--- config.mk ---
export PLATFORM = sky130hd
export DESIGN_NAME = zeroheti_mem_arbiter_flat
export DESIGN_NICKNAME = d
export VERILOG_FILES = /design/src/rtl/zeroheti_mem_arbiter_pkg.sv /design/src/rtl/zeroheti_mem_arbiter_if.sv /design/src/rtl/zeroheti_mem_arbiter_id_fifo.sv /design/src/rtl/zeroheti_mem_arbiter.sv /design/src/flat_wrapper.sv
export SDC_FILE = /design/constraint.sdc
export NUM_CORES = 1
export LEC_CHECK = 0
export ABC_AREA = 1
export ABC_CLOCK_PERIOD_IN_PS = 3700
export CAP_MARGIN = 15
export CELL_PAD_IN_SITES_DETAIL_PLACEMENT = 1
export CELL_PAD_IN_SITES_GLOBAL_PLACEMENT = 2
export CORE_MARGIN = 2
export CORE_UTILIZATION = 10
export DETAILED_ROUTE_END_ITERATION = 10
export GPL_ROUTABILITY_DRIVEN = 0
export PLACE_DENSITY = 0.95
export REMOVE_ABC_BUFFERS = 1
export SETUP_SLACK_MARGIN = 0.1
export SLEW_MARGIN = 15
export SYNTH_ARGS = -nofsm -noshare
export SYNTH_HDL_FRONTEND = slang
export SYNTH_SLANG_ARGS = --single-unit
--- constraint.sdc ---
create_clock -name clk_i -period 3.7 [get_ports clk_i]
set_input_delay 0.74 -clock clk_i [delete_from_list [all_inputs] [get_ports clk_i]]
set_output_delay 0.74 -clock clk_i [all_outputs]
set_load 0.02 [all_outputs]
--- src/rtl/zeroheti_mem_arbiter_pkg.sv ---
// Shared types and constants for the instr/data memory port arbiter.
// Latency: n/a (type definitions only).
// Backpressure: n/a.
package zeroheti_pkg;

  // Identifies which host issued a memory transaction.
  typedef enum logic {
    SRC_INSTR = 1'b0,
    SRC_DATA  = 1'b1
  } mem_src_e;

  localparam int unsigned MemArbMaxOutstanding = 2;

  // The round-robin pointer always moves to the source that did not just win.
  function automatic mem_src_e other_src(input mem_src_e src);
    return (src == SRC_INSTR) ? SRC_DATA : SRC_INSTR;
  endfunction

endpackage

--- src/rtl/zeroheti_mem_arbiter_if.sv ---
// Bundle of the instr host, data host and memory-side OBI signals around the arbiter.
// Latency: n/a (wires only).
// Backpressure: gnt on each side; responses are never stalled.
interface zeroheti_mem_arbiter_if #(
  parameter int unsigned AddrWidth = 32,
  parameter int unsigned DataWidth = 32
);
  localparam int unsigned BeWidth = DataWidth / 8;

  logic                 instr_req_i;
  logic                 instr_gnt_o;
  logic [AddrWidth-1:0] instr_addr_i;
  logic                 instr_rvalid_o;
  logic [DataWidth-1:0] instr_rdata_o;
  logic                 instr_err_o;

  logic                 data_req_i;
  logic                 data_gnt_o;
  logic                 data_we_i;
  logic [BeWidth-1:0]   data_be_i;
  logic [AddrWidth-1:0] data_addr_i;
  logic [DataWidth-1:0] data_wdata_i;
  logic                 data_rvalid_o;
  logic [DataWidth-1:0] data_rdata_o;
  logic                 data_err_o;

  logic                 mem_req_o;
  logic                 mem_we_o;
  logic [BeWidth-1:0]   mem_be_o;
  logic [AddrWidth-1:0] mem_addr_o;
  logic [DataWidth-1:0] mem_wdata_o;
  logic                 mem_gnt_i;
  logic                 mem_rvalid_i;
  logic [DataWidth-1:0] mem_rdata_i;
  logic                 mem_err_i;

  logic                 resp_orphan_o;

  // Arbiter side.
  modport slave (
    input  instr_req_i, instr_addr_i,
    input  data_req_i, data_we_i, data_be_i, data_addr_i, data_wdata_i,
    input  mem_gnt_i, mem_rvalid_i, mem_rdata_i, mem_err_i,
    output instr_gnt_o, instr_rvalid_o, instr_rdata_o, instr_err_o,
    output data_gnt_o, data_rvalid_o, data_rdata_o, data_err_o,
    output mem_req_o, mem_we_o, mem_be_o, mem_addr_o, mem_wdata_o,
    output resp_orphan_o
  );

  // Environment side: core hosts plus memory.
  modport master (
    output instr_req_i, instr_addr_i,
    output data_req_i, data_we_i, data_be_i, data_addr_i, data_wdata_i,
    output mem_gnt_i, mem_rvalid_i, mem_rdata_i, mem_err_i,
    input  instr_gnt_o, instr_rvalid_o, instr_rdata_o, instr_err_o,
    input  data_gnt_o, data_rvalid_o, data_rdata_o, data_err_o,
    input  mem_req_o, mem_we_o, mem_be_o, mem_addr_o, mem_wdata_o,
    input  resp_orphan_o
  );

endinterface

--- src/rtl/zeroheti_mem_arbiter_id_fifo.sv ---
// Source-ID FIFO recording the issuing host of each outstanding transaction, oldest at head.
// Latency: push visible at head one cycle later; head/full/empty are registered-state views.
// Backpressure: caller must not push when full or pop when empty; push+pop in one cycle allowed.
module zeroheti_id_fifo
  import zeroheti_pkg::*;
#(
  parameter int unsigned Depth = 2
) (
  input  logic     clk_i,
  input  logic     rst_ni,
  input  logic     push_i,
  input  mem_src_e push_src_i,
  input  logic     pop_i,
  output logic     full_o,
  output logic     empty_o,
  output mem_src_e head_o
);

  localparam int unsigned PtrW = (Depth > 1) ? $clog2(Depth) : 1;
  localparam int unsigned CntW = $clog2(Depth) + 1;

  mem_src_e        r_mem [Depth];
  logic [PtrW-1:0] r_wr_ptr;
  logic [PtrW-1:0] r_rd_ptr;
  logic [CntW-1:0] r_count;

  function automatic logic [PtrW-1:0] ptr_inc(input logic [PtrW-1:0] p);
    if (p == PtrW'(Depth - 1)) return '0;
    return p + 1'b1;
  endfunction

  // Storage write; entries beyond the count are don't-care so no reset is needed.
  always_ff @(posedge clk_i) begin
    if (push_i) r_mem[r_wr_ptr] <= push_src_i;
  end

  // Pointer and occupancy tracking, cleared asynchronously so a reset drops all in-flight IDs.
  always_ff @(posedge clk_i or negedge rst_ni) begin
    if (!rst_ni) begin
      r_wr_ptr <= '0;
      r_rd_ptr <= '0;
      r_count  <= '0;
    end else begin
      if (push_i) r_wr_ptr <= ptr_inc(r_wr_ptr);
      if (pop_i)  r_rd_ptr <= ptr_inc(r_rd_ptr);
      if (push_i && !pop_i)      r_count <= r_count + 1'b1;
      else if (!push_i && pop_i) r_count <= r_count - 1'b1;
    end
  end

  assign full_o  = (r_count == CntW'(Depth));
  assign empty_o = (r_count == '0);
  assign head_o  = r_mem[r_rd_ptr];

endmodule

--- src/rtl/zeroheti_mem_arbiter.sv ---
// Round-robin arbiter sharing one memory port between instr and data hosts, routing responses back.
// Latency: request/grant and response routing are combinational (zero cycles).
// Backpressure: mem_gnt_i passes to the winner; mem_req_o dropped while MaxOutstanding are in flight.
module zeroheti_mem_arbiter
  import zeroheti_pkg::*;
#(
  parameter int unsigned MaxOutstanding = MemArbMaxOutstanding,
  parameter int unsigned AddrWidth      = 32,
  parameter int unsigned DataWidth      = 32
) (
  input logic                    clk_i,
  input logic                    rst_ni,
  zeroheti_mem_arbiter_if.slave  bus
);

  localparam int unsigned BeWidth = DataWidth / 8;

  mem_src_e             r_rr_ptr;
  logic                 r_orphan;

  mem_src_e             w_winner;
  logic                 w_any_req;
  logic                 w_mem_req;
  logic                 w_fire;
  logic                 w_full;
  logic                 w_empty;
  logic                 w_pop;
  mem_src_e             w_head;
  logic                 w_mem_we;
  logic [BeWidth-1:0]   w_mem_be;
  logic [AddrWidth-1:0] w_mem_addr;
  logic [DataWidth-1:0] w_mem_wdata;

  // Pick the winner and steer its attributes to memory; a full ID FIFO blocks the request only.
  always_comb begin
    w_any_req   = bus.instr_req_i | bus.data_req_i;
    w_winner    = SRC_INSTR;
    w_mem_we    = 1'b0;
    w_mem_be    = '0;
    w_mem_addr  = '0;
    w_mem_wdata = '0;
    if (bus.instr_req_i && bus.data_req_i) w_winner = r_rr_ptr;
    else if (bus.data_req_i)               w_winner = SRC_DATA;
    if (w_any_req) begin
      if (w_winner == SRC_DATA) begin
        w_mem_we    = bus.data_we_i;
        w_mem_be    = bus.data_be_i;
        w_mem_addr  = bus.data_addr_i;
        w_mem_wdata = bus.data_wdata_i;
      end else begin
        w_mem_be    = '1;
        w_mem_addr  = bus.instr_addr_i;
      end
    end
    w_mem_req = w_any_req & ~w_full;
    w_fire    = w_mem_req & bus.mem_gnt_i;
  end

  assign bus.mem_req_o   = w_mem_req;
  assign bus.mem_we_o    = w_mem_we;
  assign bus.mem_be_o    = w_mem_be;
  assign bus.mem_addr_o  = w_mem_addr;
  assign bus.mem_wdata_o = w_mem_wdata;
  assign bus.instr_gnt_o = w_fire & (w_winner == SRC_INSTR);
  assign bus.data_gnt_o  = w_fire & (w_winner == SRC_DATA);

  // Route a response to the oldest outstanding source; the other host sees all zeros.
  always_comb begin
    w_pop              = bus.mem_rvalid_i & ~w_empty;
    bus.instr_rvalid_o = 1'b0;
    bus.instr_rdata_o  = '0;
    bus.instr_err_o    = 1'b0;
    bus.data_rvalid_o  = 1'b0;
    bus.data_rdata_o   = '0;
    bus.data_err_o     = 1'b0;
    if (w_pop) begin
      if (w_head == SRC_DATA) begin
        bus.data_rvalid_o  = 1'b1;
        bus.data_rdata_o   = bus.mem_rdata_i;
        bus.data_err_o     = bus.mem_err_i;
      end else begin
        bus.instr_rvalid_o = 1'b1;
        bus.instr_rdata_o  = bus.mem_rdata_i;
        bus.instr_err_o    = bus.mem_err_i;
      end
    end
  end

  // Round-robin pointer: favour the other source after every accepted request.
  always_ff @(posedge clk_i or negedge rst_ni) begin
    if (!rst_ni)     r_rr_ptr <= SRC_DATA;
    else if (w_fire) r_rr_ptr <= other_src(w_winner);
  end

  // Sticky flag for responses that arrive with nothing outstanding.
  always_ff @(posedge clk_i or negedge rst_ni) begin
    if (!rst_ni)                          r_orphan <= 1'b0;
    else if (bus.mem_rvalid_i && w_empty) r_orphan <= 1'b1;
  end

  assign bus.resp_orphan_o = r_orphan;

  zeroheti_id_fifo #(
    .Depth (MaxOutstanding)
  ) u_id_fifo (
    .clk_i      (clk_i),
    .rst_ni     (rst_ni),
    .push_i     (w_fire),
    .push_src_i (w_winner),
    .pop_i      (w_pop),
    .full_o     (w_full),
    .empty_o    (w_empty),
    .head_o     (w_head)
  );

endmodule

--- src/flat_wrapper.sv ---
// flat-port wrapper written by rule: the top's interface ports become plain ports
module zeroheti_mem_arbiter_flat import zeroheti_pkg::*;
#(
  parameter int unsigned MaxOutstanding = MemArbMaxOutstanding,
  parameter int unsigned AddrWidth      = 32,
  parameter int unsigned DataWidth      = 32
)
  (clk_i, rst_ni, bus_instr_req_i, bus_instr_addr_i, bus_data_req_i, bus_data_we_i, bus_data_be_i, bus_data_addr_i, bus_data_wdata_i, bus_mem_gnt_i, bus_mem_rvalid_i, bus_mem_rdata_i, bus_mem_err_i, bus_instr_gnt_o, bus_instr_rvalid_o, bus_instr_rdata_o, bus_instr_err_o, bus_data_gnt_o, bus_data_rvalid_o, bus_data_rdata_o, bus_data_err_o, bus_mem_req_o, bus_mem_we_o, bus_mem_be_o, bus_mem_addr_o, bus_mem_wdata_o, bus_resp_orphan_o);
  zeroheti_mem_arbiter_if #(.AddrWidth(AddrWidth), .DataWidth(DataWidth)) bus_i ();
  input logic clk_i;
  input logic rst_ni;
  input wire logic [$bits(bus_i.instr_req_i)-1:0] bus_instr_req_i;
  input wire logic [$bits(bus_i.instr_addr_i)-1:0] bus_instr_addr_i;
  input wire logic [$bits(bus_i.data_req_i)-1:0] bus_data_req_i;
  input wire logic [$bits(bus_i.data_we_i)-1:0] bus_data_we_i;
  input wire logic [$bits(bus_i.data_be_i)-1:0] bus_data_be_i;
  input wire logic [$bits(bus_i.data_addr_i)-1:0] bus_data_addr_i;
  input wire logic [$bits(bus_i.data_wdata_i)-1:0] bus_data_wdata_i;
  input wire logic [$bits(bus_i.mem_gnt_i)-1:0] bus_mem_gnt_i;
  input wire logic [$bits(bus_i.mem_rvalid_i)-1:0] bus_mem_rvalid_i;
  input wire logic [$bits(bus_i.mem_rdata_i)-1:0] bus_mem_rdata_i;
  input wire logic [$bits(bus_i.mem_err_i)-1:0] bus_mem_err_i;
  output wire logic [$bits(bus_i.instr_gnt_o)-1:0] bus_instr_gnt_o;
  output wire logic [$bits(bus_i.instr_rvalid_o)-1:0] bus_instr_rvalid_o;
  output wire logic [$bits(bus_i.instr_rdata_o)-1:0] bus_instr_rdata_o;
  output wire logic [$bits(bus_i.instr_err_o)-1:0] bus_instr_err_o;
  output wire logic [$bits(bus_i.data_gnt_o)-1:0] bus_data_gnt_o;
  output wire logic [$bits(bus_i.data_rvalid_o)-1:0] bus_data_rvalid_o;
  output wire logic [$bits(bus_i.data_rdata_o)-1:0] bus_data_rdata_o;
  output wire logic [$bits(bus_i.data_err_o)-1:0] bus_data_err_o;
  output wire logic [$bits(bus_i.mem_req_o)-1:0] bus_mem_req_o;
  output wire logic [$bits(bus_i.mem_we_o)-1:0] bus_mem_we_o;
  output wire logic [$bits(bus_i.mem_be_o)-1:0] bus_mem_be_o;
  output wire logic [$bits(bus_i.mem_addr_o)-1:0] bus_mem_addr_o;
  output wire logic [$bits(bus_i.mem_wdata_o)-1:0] bus_mem_wdata_o;
  output wire logic [$bits(bus_i.resp_orphan_o)-1:0] bus_resp_orphan_o;
  assign bus_i.instr_req_i = bus_instr_req_i;
  assign bus_i.instr_addr_i = bus_instr_addr_i;
  assign bus_i.data_req_i = bus_data_req_i;
  assign bus_i.data_we_i = bus_data_we_i;
  assign bus_i.data_be_i = bus_data_be_i;
  assign bus_i.data_addr_i = bus_data_addr_i;
  assign bus_i.data_wdata_i = bus_data_wdata_i;
  assign bus_i.mem_gnt_i = bus_mem_gnt_i;
  assign bus_i.mem_rvalid_i = bus_mem_rvalid_i;
  assign bus_i.mem_rdata_i = bus_mem_rdata_i;
  assign bus_i.mem_err_i = bus_mem_err_i;
  assign bus_instr_gnt_o = bus_i.instr_gnt_o;
  assign bus_instr_rvalid_o = bus_i.instr_rvalid_o;
  assign bus_instr_rdata_o = bus_i.instr_rdata_o;
  assign bus_instr_err_o = bus_i.instr_err_o;
  assign bus_data_gnt_o = bus_i.data_gnt_o;
  assign bus_data_rvalid_o = bus_i.data_rvalid_o;
  assign bus_data_rdata_o = bus_i.data_rdata_o;
  assign bus_data_err_o = bus_i.data_err_o;
  assign bus_mem_req_o = bus_i.mem_req_o;
  assign bus_mem_we_o = bus_i.mem_we_o;
  assign bus_mem_be_o = bus_i.mem_be_o;
  assign bus_mem_addr_o = bus_i.mem_addr_o;
  assign bus_mem_wdata_o = bus_i.mem_wdata_o;
  assign bus_resp_orphan_o = bus_i.resp_orphan_o;
  zeroheti_mem_arbiter #(.MaxOutstanding(MaxOutstanding), .AddrWidth(AddrWidth), .DataWidth(DataWidth)) u_core (.clk_i(clk_i), .rst_ni(rst_ni), .bus(bus_i));
endmodule
### Yosys cells after proc, flatten, opt, wreduce, memory -nomap -nowiden

Memories as Yosys holds them, arrays and structs flattened.
Index checks and enable logic that the tools add are counted.

| storage, ports and cells | value |
|---|---|
| bits in registers | 6 |
| RAM bits | 2 |
| input bits | 140 |
| output and inout bits | 141 |
| word-level logic and storage cells | 63 |
| memories kept | 1 |

Memory list:

| name | words | bits a word | read ports | clocked after Yosys merged registers in | wr ports | RTL line | source |
|---|---|---|---|---|---|---|---|
| u_core.u_id_fifo.r_mem | 2 | 1 | 1 | 0 | 1 | zeroheti_mem_arbiter_id_fifo.sv:22 | `mem_src_e r_mem [Depth];` |

| cells by class | value |
|---|---|
| add/subtract/negate cells | 4 |
| equal/unequal tests | 1 |
| muxes and demuxes | 35 |
| bitwise gates (word level) | 9 |
| reduce and logical (&&, ||, !) cells | 8 |

Operators with widths:

| kind | count |
|---|---|
| 32-bit two-way mux | 8 |
| 1-bit two-way mux | 23 |
| 4-bit two-way mux | 2 |
| 1-bit AND | 5 |
| 1-bit logical AND | 4 |
| 2-bit two-way mux | 2 |
| 1-bit NOT | 3 |
| 1-bit adder, second input constant | 2 |
| 2-bit by 1-bit adder with 2-bit output, second input constant | 1 |
| 2-bit == test, second input constant | 1 |
| 1-bit logical NOT | 2 |
| 2-bit logical NOT | 1 |
| 2-bit nonzero test | 1 |
| 2-bit by 1-bit subtractor with 2-bit output, second input constant | 1 |
| 1-bit bitwise OR | 1 |

### Longest topological paths before layout

Gate-level depths: netlist (run 1).

| logic depth | value |
|---|---|
| depth in word-level cells | 8 |
| depth in mapped cells | 11 |
| mapped depth without buffers | 10 |

### Modules after synthesis

From an unflattened synthesis (run 1), not the netlist that was laid out.

| second synthesis, totals | value |
|---|---|
| cell total of the unflattened synthesis | 348 |
| area total of the unflattened synthesis | 1670.4 sq um |

By module, submodules not included:

| module | times used | cells an instance | area an instance (sq um) | seq. area each (sq um) |
|---|---|---|---|---|
| zeroheti_mem_arbiter | 1 | 320 | 1392.6 | 51.3 |
| zeroheti_id_fifo | 1 | 28 | 277.8 | 160.2 |

### Least setup slack after synthesis (run 1)

OpenSTA, ideal clock, no wires.

| timing | value |
|---|---|
| kind | input port to output port |
| from | input bus_instr_req_i |
| to | output bus_instr_gnt_o |
| data arrival time | 1.547 ns |
| data required time | 2.960 ns |
| setup slack | 1.413 ns |
| cell stages on the path | 5 |
| path buffers | 1 |
| path through | buf_4 nor2_1 nor2_1 nand3_1 inv_1 |

| between the ends | value |
|---|---|
| longest elaborated chain between the ends | 4 |
| elaborated cells between the ends (all ways) | 7 |
| classes of those cells | mux (1); bitwise (5); reduce/logical (1) |

RTL lines:

| item | RTL line | source |
|---|---|---|
| from (decl) | flat_wrapper.sv:12 | `input wire logic [$bits(bus_i.instr_req_i)-1:0] bus_instr_req_i;` |
| 1-bit bitwise OR | zeroheti_mem_arbiter.sv:36 | `w_any_req = bus.instr_req_i \| bus.data_req_i;` |
| 1-bit AND | zeroheti_mem_arbiter.sv:55 | `w_mem_req = w_any_req & ~w_full;` |
| net bus_mem_req_o | flat_wrapper.sv:31 | `output wire logic [$bits(bus_i.mem_req_o)-1:0] bus_mem_req_o;` |
| 1-bit AND | zeroheti_mem_arbiter.sv:56 | `w_fire = w_mem_req & bus.mem_gnt_i;` |
| 1-bit AND | zeroheti_mem_arbiter.sv:64 | `assign bus.instr_gnt_o = w_fire & (w_winner == SRC_INSTR);` |
| to (decl) | flat_wrapper.sv:23 | `output wire logic [$bits(bus_i.instr_gnt_o)-1:0] bus_instr_gnt_o;` |

The timed path passes the listed nets, and every way through them passes these cells.

### Worst setup path after layout (run 1)

| timing | value |
|---|---|
| from | input bus_instr_req_i |
| to | output bus_mem_be_o[2] |

| between the ends | value |
|---|---|
| longest elaborated chain between the ends | 4 |
| elaborated cells between the ends (all ways) | 5 |
| classes of those cells | mux (3); bitwise (1); reduce/logical (1) |

RTL lines:

| item | RTL line | source |
|---|---|---|
| 1-bit logical AND | zeroheti_mem_arbiter.sv:42 | `if (bus.instr_req_i && bus.data_req_i) w_winner = r_rr_ptr;` |
| 1-bit two-way mux | zeroheti_mem_arbiter.sv:42 |  |
| 4-bit two-way mux | zeroheti_mem_arbiter.sv:45 | `if (w_winner == SRC_DATA) begin` |
| 4-bit two-way mux * | zeroheti_mem_arbiter.sv:44 | `if (w_any_req) begin` |
| to (decl) | flat_wrapper.sv:33 | `output wire logic [$bits(bus_i.mem_be_o)-1:0] bus_mem_be_o;` |

Every way passes the cells marked *; elsewhere a longest branch is shown, timed or not.

==> results.toml, run 1 <==
[status]
status = "finished clean"

[finish]
final_common_cell = "clkdlybuf4s50_1"
drive_gt1_share_pct = 4.84
nFillCells = 2091
stdcell_area_um2 = 4810
syn_to_final_growth_pct = 183
multi_input_area_um2 = 1000
n_antenna_cell = 0
nets = 762
final-seq-area_um2 = 211
final_cell_mix = "279 x clkdlybuf4s50_1, 97 x nor2_1, 85 x inv_1"

[sta]
setup_slack_ns = 0.327
finalCritPeriodShare_pct = 91.2
holdWs_ns = 0.472
drv_slew = 0
timing.setup.tns_ns = 0
finalCriticalPeriod_ns = 3.37
hold_viol_final = 0
finalSetupViolations = 0
tightest_slew_ns = 0.396
fmax_mhz = 296
relSlewSlack_pct = 73.6
skew_ns = 0.00451
rsz0062_at_grt = "no"

[worst_setup_path]
arrival_ns = 2.63
required_ns = 2.96
cp-end-kind = "output pin"
crit_path_max_fanout = 40
startpoint_type = "input port"
path_class = "input port to output pin"

[job]
maxCapViolations = 0

[grt]
use_met1_pct = 12.1
grt_pass1_vias = 3186
met2_usage_pct = 22.2
grt_max_degree = 41
grt_pass1_wl_um = 16500
grt.overflow.total = 0
grt_use_met3_pct = 3.93
grt-busiest-layer = "met2"
grt.total_usage_pct = 11.4
grt_antenna_before_repair = 0

[clock_network]
cts_tree = "done"
cts_max_level = 1
cts_made_buffers = 3
postCtsSetupRepairBufs = 0
cts_buffer_depth = 2
clk_latency_ns = 0.23
cts_root_buf = "clkbuf_16"
ctsResizeCount = 0
clkTransAtPathRegs_ns = 0.04
hold_buffers = 0
cts.sinks = 8

[route]
ant_nets = 0
wirelength_um = 11000
drc = 0
vias_per_cell = 3.65
wire_per_inst_um = 13.1
dr_total_vias = 3063
drt_iter0_drc = 87
first_pass_iters = 4

[synthesis]
ys_seq_area_share_pct = 12.5
yosysTopAreaCellShare_pct = 21.4
synthTopCellsByArea = "nor2_1 21%, inv_1 19%, nand2_1 17%"
netlist_area_um2 = 1700
synth-edff-count = 2
synth_top_flop_cell = "dfrtp_1"
yosys_register_bits = 8
async_reset_ff_share_pct = 75.0
yosysTopAreaCell = "nor2_1"
yosysWarnings = 0
synthCells = 347
yosysUniqueCellTypes = 22
avgSynthCellArea_um2 = 4.89

[floorplan]
die_h_um = 134
die_x_um = 134
core_um2 = 16600
rows = 47
die_area_um2 = 18000
start_util_pct = 10.2
ios = 281

[placement]
port_buffers = 280
post-dp-hpwl_um = 9670
place_area_um2 = 4730
pre_cts_ws_ns = 0.312

[power]
p_per_area_nw_per_um2 = 363
peakVddDrop_v = 0.000123
p_leak_uw = 0.00229

[min_path]
hp-class = "register to register"
worst paths after layout:
kind	from	end	slack, ns	cells past startpoint
max	bus_instr_req_i	bus_mem_be_o[2]	0.33	8
min	u_core.bus.resp_orphan_o$_DFFE_PN0P_	u_core.bus.resp_orphan_o$_DFFE_PN0P_	0.47	1
max reg2reg	u_core.u_id_fifo.r_count[0]$_DFFE_PN0P_	u_core.u_id_fifo.r_count[1]$_DFFE_PN0P_	2.03	10
min reg2reg	u_core.bus.resp_orphan_o$_DFFE_PN0P_	u_core.bus.resp_orphan_o$_DFFE_PN0P_	0.47	1
max in group asynchronous	rst_ni	u_core.r_rr_ptr$_DFFE_PN1N_	2.66	1
min in group asynchronous	rst_ni	u_core.bus.resp_orphan_o$_DFFE_PN0P_	0.76	1
kinds of logic (layout without fill, tap and decap cells):
| kind of cell | Yosys count | count (layout) | share of synthesized area (%) |
|---|---|---|---|
| compound gates | 8 | 8 | 3.02 |
| xor+xnor | 2 | 2 | 1.03 |
| fa+ha+maj | 1 | 1 | 0.737 |
| buf+inv | 107 | 380 | 28.5 |
| flops | 8 | 8 | 12.5 |
| simple gates | 221 | 221 | 54.2 |
metrics by stage:
stage / instances / total power, µW / utilization, %
4_1_cts: 840 / 1780 / 29.0
3_5_place_dp: 836 / 1580 / 28.5
3_3_place_gp: 836 / 1560 / 28.5
6_report: 840 / 1740 / 29.0
2_1_floorplan: 327 / 801 / -
5_1_grt: 840 / 1870 / 29.0
Yosys cell counts (all sizes together), types with 2 or more instances:
library cell,number
nand3,35
o21ai,7
clkbuf,3
inv,87
dfrtp,5
nand4,2
nand2,80
edfxtp,2
buf,17
nor2,104
power breakdown:
part,switching (µW),internal [µW],total [µW]
Combinational,749,649,1400
Sequential,28.9,129,158
Clock,44.2,144,188
critical path, stage by stage:
cell and delay (ns):
clkdlybuf4s50_1 0.53, nand2_2 0.09, nand2_4 0.08, buf_12 0.21, buf_4 0.22, o21ai_0 0.09
inv_1 0.05, clkdlybuf4s50_1 0.61
registers in the layout, summed over array words and instances (netlist names):
name	cells
u_core.r_rr_ptr	1
u_core.bus.resp_orphan_o	1
u_core.u_id_fifo.r_count	2
u_core.u_id_fifo.r_wr_ptr	1
u_core.u_id_fifo.r_rd_ptr	1
u_core.u_id_fifo.r_mem	2
per-layer routing:
metal	up-vias	part of all wire [%]	routed length (µm)
met2	178	50	5560
met1	1347	38	4150
met3	4	12	1290
met4	0	0.33	36
met5	-	0	0
li1	1534	-	-
layout make-up:
type | instances | share of cell area, %
clock buffers | 4 | 1.64
inverters | 87 | 6.79
multi-input cells | 232 | 20.8
flip-flops and latches | 8 | 4.39
well taps | 220 | 5.72
repair buffers | 289 | 60.6
Power figures use the tool's default switching activity.
==> inputs of run 2 (changes only) <==
Settings changed: ABC_CLOCK_PERIOD_IN_PS 3700 to 3300.
Clock period 3.7 ns to 3.3 ns, I/O delays scaled along.
==> run 2 against run 1 <==
Effect of this change:
- non-clock buffer count increased by 10
- power increased by 15%
- final cell count increased by 1.2%
- wire length increased by 4.5%
- via count increased by 2.8%
- final area increased by 2.9%
- sequential share of layout area decreased by 0.12 points
- largest cell class unchanged
- largest power group unchanged
- highest routed layer unchanged
==> results.toml, run 2 (synthesis results as in run 1) <==
[power]
switching_share_pct = 46.6
switchingPower_uw = 934
p_comb_share_pct = 80.5
seqPwrFrac_pct = 8.9
p_int_uw = 1070
p_clk_share_pct = 10.6
p_leak_uw = 0.00274
p_per_area_nw_per_um2 = 405
peakVddDrop_v = 0.000136

[floorplan]
core_um2 = 16600
die_area_um2 = 18000
rows = 47
ios = 281
die_x_um = 134
die_h_um = 134
start_util_pct = 10.2

[finish]
nFillCells = 2065
n_antenna_cell = 0
nets = 772
final_common_cell = "clkdlybuf4s50_1"
drive_gt1_share_pct = 6.35
syn_to_final_growth_pct = 192
final_cell_mix = "254 x clkdlybuf4s50_1, 97 x nor2_1, 85 x inv_1"
reg.largest.list = "u_core.u_id_fifo.r_count (2), u_core.u_id_fifo.r_mem (2)"
fin_cells = 850

[sta]
finalSetupViolations = 0
finalCritPeriodShare_pct = 94.3
relSlewSlack_pct = 76.7
hold_viol_final = 0
tightest_slew_ns = 0.345
rsz0062_at_grt = "no"
fmax_mhz = 321
timing.setup.tns_ns = 0
finalCriticalPeriod_ns = 3.11
drv_slew = 0
skew_ns = 0.000972

[route]
ant_nets = 0
first_pass_iters = 4
dr_total_vias = 3148
drc = 0
drt_iter0_drc = 44
vias_per_cell = 3.70
wire_per_inst_um = 13.6
wirelength_um = 11500

[placement]
post-dp-hpwl_um = 9990
port_buffers = 280
placed_cells = 846

[worst_setup_path]
path_buf_inv = 3
startpoint_type = "input port"
path_class = "input port to output pin"
crit_top_cell = "clkdlybuf4s50_1"
crit_path_max_fanout = 24
arrival_ns = 2.45
cp-end-kind = "output pin"
required_ns = 2.64
cp_slowest_cell = "clkdlybuf4s50_1"
path_delay_family = "buffers and inverters"
worstPathCellList = "clkdlybuf4s50_1 > nand2_2 > nand2_4 > buf_12 > nand3_1 > nand2_1 > clkdlybuf4s50_1"
cp_slowest_stage_delay_ns = 0.61

[clock_network]
clkTransAtPathRegs_ns = 0.04
cts_buffer_depth = 2
clk_latency_ns = 0.23
cts.sinks = 8
cts_made_buffers = 3
cts_max_level = 1
cts_tree = "done"
cts_root_buf = "clkbuf_16"

[min_path]
hp-class = "register to register"

[grt]
grt_max_degree = 32
grt_pass1_vias = 3253
grt_antenna_before_repair = 0
grt.total_usage_pct = 11.8
grt.overflow.total = 0
grt_pass1_wl_um = 17000

[status]
status = "finished clean"

[job]
maxCapViolations = 0
run 2: power groups by stage:
| stage | registers (µW) | clock network, µW | logic, µW |
|---|---|---|---|
| 5_1_grt | 184 | 218 | 1750 |
| 4_1_cts | 179 | 215 | 1650 |
| 3_5_place_dp | 179 | 0 | 1640 |
| 6_report | 179 | 212 | 1610 |
| 2_1_floorplan | 169 | 0 | 728 |
| 3_3_place_gp | 178 | 0 | 1630 |
run 2: worst register-to-register path: stages (launching register included):
cell	delay [ns]
dfrtp_1	0.43
inv_1	0.13
nand2_1	0.10
nand3_1	0.12
buf_4	0.14
inv_1	0.04
ha_1	0.31
inv_1	0.08
nand3_1	0.07
nand2_1	0.06
nand2_1	0.05
run 2: stage by stage:
step           total power (µW)  setup WS [ns]  hold slack (ns)  area (µm²)  util [%]
6_report                   2000          0.188            0.467        4950      29.8
4_1_cts                    2040          0.104            0.471        4890      29.5
5_1_grt                    2150          0.101            0.499        4950      29.8
3_3_place_gp               1810          0.140            0.454        4810      29.0
2_1_floorplan               898          0.975            0.364        1540         -
3_5_place_dp               1820         0.0959            0.463        4810      29.0
run 2: final cells by class:
class / instances / area (µm²) / area share, %
clock buffer: 4 / 78.8 / 1.59
sequential: 8 / 211 / 4.27
timing repair buffer: 299 / 3060 / 61.7
multi-input combinational: 232 / 1000 / 20.2
tap: 220 / 275 / 5.56
inverter: 87 / 327 / 6.60
run 2: per-layer routing:
layer  track usage (%)  part of all wire [%]  vias to the layer above
met3              4.35                    12                        9
li1                  -                     -                     1551
met5                 0                     0                        -
met4              1.81                  0.78                        0
met1              12.6                    37                     1403
met2              22.6                    51                      185
run 2: what timing repair did:
action / CTS / global route
gates resized for setup: 0 / 25
setup buffers: 0 / 0
endpoints found under the setup margin: 0 / 25
endpoints found under the hold margin: 0 / 0
hold buffers: 0 / 0
run 2: final timing paths:
kind | startpoint | endpoint | slack [ns] | cells after the start
worst max register to register | u_core.u_id_fifo.r_count[0]$_DFFE_PN0P_ | u_core.u_id_fifo.r_count[1]$_DFFE_PN0P_ | 1.66 | 10
min in group asynchronous | rst_ni | u_core.u_id_fifo.r_count[1]$_DFFE_PN0P_ | 0.69 | 1
worst max-delay path | bus_instr_req_i | bus_mem_addr_o[11] | 0.19 | 7
worst min register to register | u_core.bus.resp_orphan_o$_DFFE_PN0P_ | u_core.bus.resp_orphan_o$_DFFE_PN0P_ | 0.47 | 1
worst min-delay path | u_core.bus.resp_orphan_o$_DFFE_PN0P_ | u_core.bus.resp_orphan_o$_DFFE_PN0P_ | 0.47 | 1
max in group asynchronous | rst_ni | u_core.r_rr_ptr$_DFFE_PN1N_ | 2.33 | 1
==> inputs of run 3 (changes only) <==
==> constraint.sdc (replaced) <==
create_clock -name clk_i -period 3.3 [get_ports clk_i]
set_input_delay 0.66 -clock clk_i [delete_from_list [all_inputs] [get_ports clk_i]]
set_output_delay 0.66 -clock clk_i [all_outputs]
set_load 0.005 [all_outputs]
==> run 3 against run 2 <==
Effect of this change:
- setup slack better by 0.073 ns
- combinational power down 20%
- die area unchanged
- power down 17%
- sequential cell count unchanged
- worst hold slack worse by 0.0018 ns
- wire length down 1.7%
- core utilization down 0.63 points
- clock skew up 0.00091 ns
==> results.toml, run 3 (synthesis results as in run 1) <==
[sta]
finalCritPeriodShare_pct = 92.1
drv_slew = 0
timing.setup.tns_ns = 0
fmax_mhz = 329
skew_ns = 0.00188
holdWs_ns = 0.466
finalSetupViolations = 0
relSlewSlack_pct = 72.6
tightest_slew_ns = 0.411
finalCriticalPeriod_ns = 3.04
hold_viol_final = 0
rsz0062_at_grt = "no"

[route]
wirelength_um = 11300
dr_total_vias = 3110
vias_per_cell = 3.67
met2_length_um = 5690
first_pass_iters = 4
drt_iter0_drc = 50
wl_met1_um = 4270
drc = 0
wl_met3_um = 1270
ant_nets = 0
topRoutingLayerUsed = "met4"
wire_per_inst_um = 13.4

[worst_setup_path]
cp_slowest_stage_delay_ns = 0.54
cp-end-kind = "output pin"
crit_path_max_fanout = 34
startpoint_type = "input port"
required_ns = 2.64
cp_slowest_cell = "clkdlybuf4s50_1"
r2r_end = "u_core.u_id_fifo.r_count[1]$_DFFE_PN0P_"
arrival_ns = 2.38
crit_start = "bus_mem_rvalid_i"
r2r_cells = 10
path_class = "input port to output pin"
worstPathCellList = "clkdlybuf4s50_1 > o21ai_2 > inv_2 > nand2_4 > nor2_1 > clkdlybuf4s50_1"
crit_top_cell = "clkdlybuf4s50_1"
r2r_slack_ns = 1.65
rr_startpoint = "u_core.u_id_fifo.r_count[0]$_DFFE_PN0P_"

[finish]
stdcell_area_um2 = 4840
final_cell_mix = "280 x clkdlybuf4s50_1, 97 x nor2_1, 85 x inv_1"
final_common_cell = "clkdlybuf4s50_1"
n_antenna_cell = 0
reg.largest.list = "u_core.u_id_fifo.r_count (2), u_core.u_id_fifo.r_mem (2)"
syn_to_final_growth_pct = 185
fin_util_pct = 29.2
nets = 769
drive_gt1_share_pct = 5.90
fin_cells = 847

[placement]
port_buffers = 280
placed_cells = 839
post-dp-hpwl_um = 9860
place_area_um2 = 4730

[min_path]
min_from = "u_core.bus.resp_orphan_o$_DFFE_PN0P_"
whs_path_depth = 1
hp-class = "register to register"
hold_end = "u_core.bus.resp_orphan_o$_DFFE_PN0P_"

[grt]
grt_pass1_vias = 3211
grt_max_degree = 35
grt_antenna_before_repair = 0
grt.overflow.total = 0
grt_pass1_wl_um = 16900
grt.total_usage_pct = 11.8

[floorplan]
start_util_pct = 10.2
die_area_um2 = 18000
rows = 47
die_h_um = 134
die_x_um = 134
core_um2 = 16600
ios = 281

[power]
peakVddDrop_v = 0.000164
p_leak_uw = 0.00231
p_per_area_nw_per_um2 = 345

[clock_network]
cts_made_buffers = 3
cts_max_level = 1
cts_root_buf = "clkbuf_16"
clkTransAtPathRegs_ns = 0.04
cts.sinks = 8
cts_buffer_depth = 2
hold_buffers = 0
clk_latency_ns = 0.23
cts_tree = "done"

[job]
maxCapViolations = 0

[status]
status = "finished clean"
[run 3: worst max path at each step]
| stage | to | cells after the start |
|---|---|---|
| after floorplan | bus_mem_addr_o[0] | 5 |
| after global placement | bus_mem_be_o[1] | 6 |
| after detailed placement | bus_mem_be_o[1] | 6 |
| after CTS | bus_mem_be_o[1] | 6 |
| after global routing | bus_mem_addr_o[28] | 7 |
| final | bus_data_rdata_o[23] | 6 |
[run 3: repair_timing]
| action | in CTS | in global routing |
|---|---|---|
| endpoints found under the setup margin | 0 | 13 |
| setup buffers | 0 | 4 |
| resized for setup | 0 | 2 |
[run 3: report_power, final]
| part | total (µW) | switching [µW] | internal [µW] |
|---|---|---|---|
| clock | 212 | 50.5 | 161 |
| sequential | 179 | 33.6 | 145 |
| combinational | 1280 | 546 | 733 |
[run 3: metrics by stage]
stage,setup slack (ns),power [µW]
after floorplan,1.07,601
after global routing,0.146,1820
after CTS,0.124,1690
final,0.262,1670
after global placement,0.182,1450
after detailed placement,0.121,1470
[run 3: area by class of cell]
class,count,area [µm²]
timing repair buffer,296,2950
multi-input combinational,232,1000
clock buffer,4,78.8
sequential,8,211
tap,220,275
inverter,87,327
fill,2065,11700
[run 3: worst max-delay path, delay by kind of cell]
kind                   cells  cell delay [ns]
AND/OR/NAND/NOR            2             0.45
buffers and inverters      3             1.15
AO/OA/AOI/OAI              1             0.09
[run 3: routing by layer]
metal  vias up  track usage, %
li1       1549               -
met1      1366            12.6
met2       187            22.4
met3         8            4.04
met4         0            2.46
met5         -               0
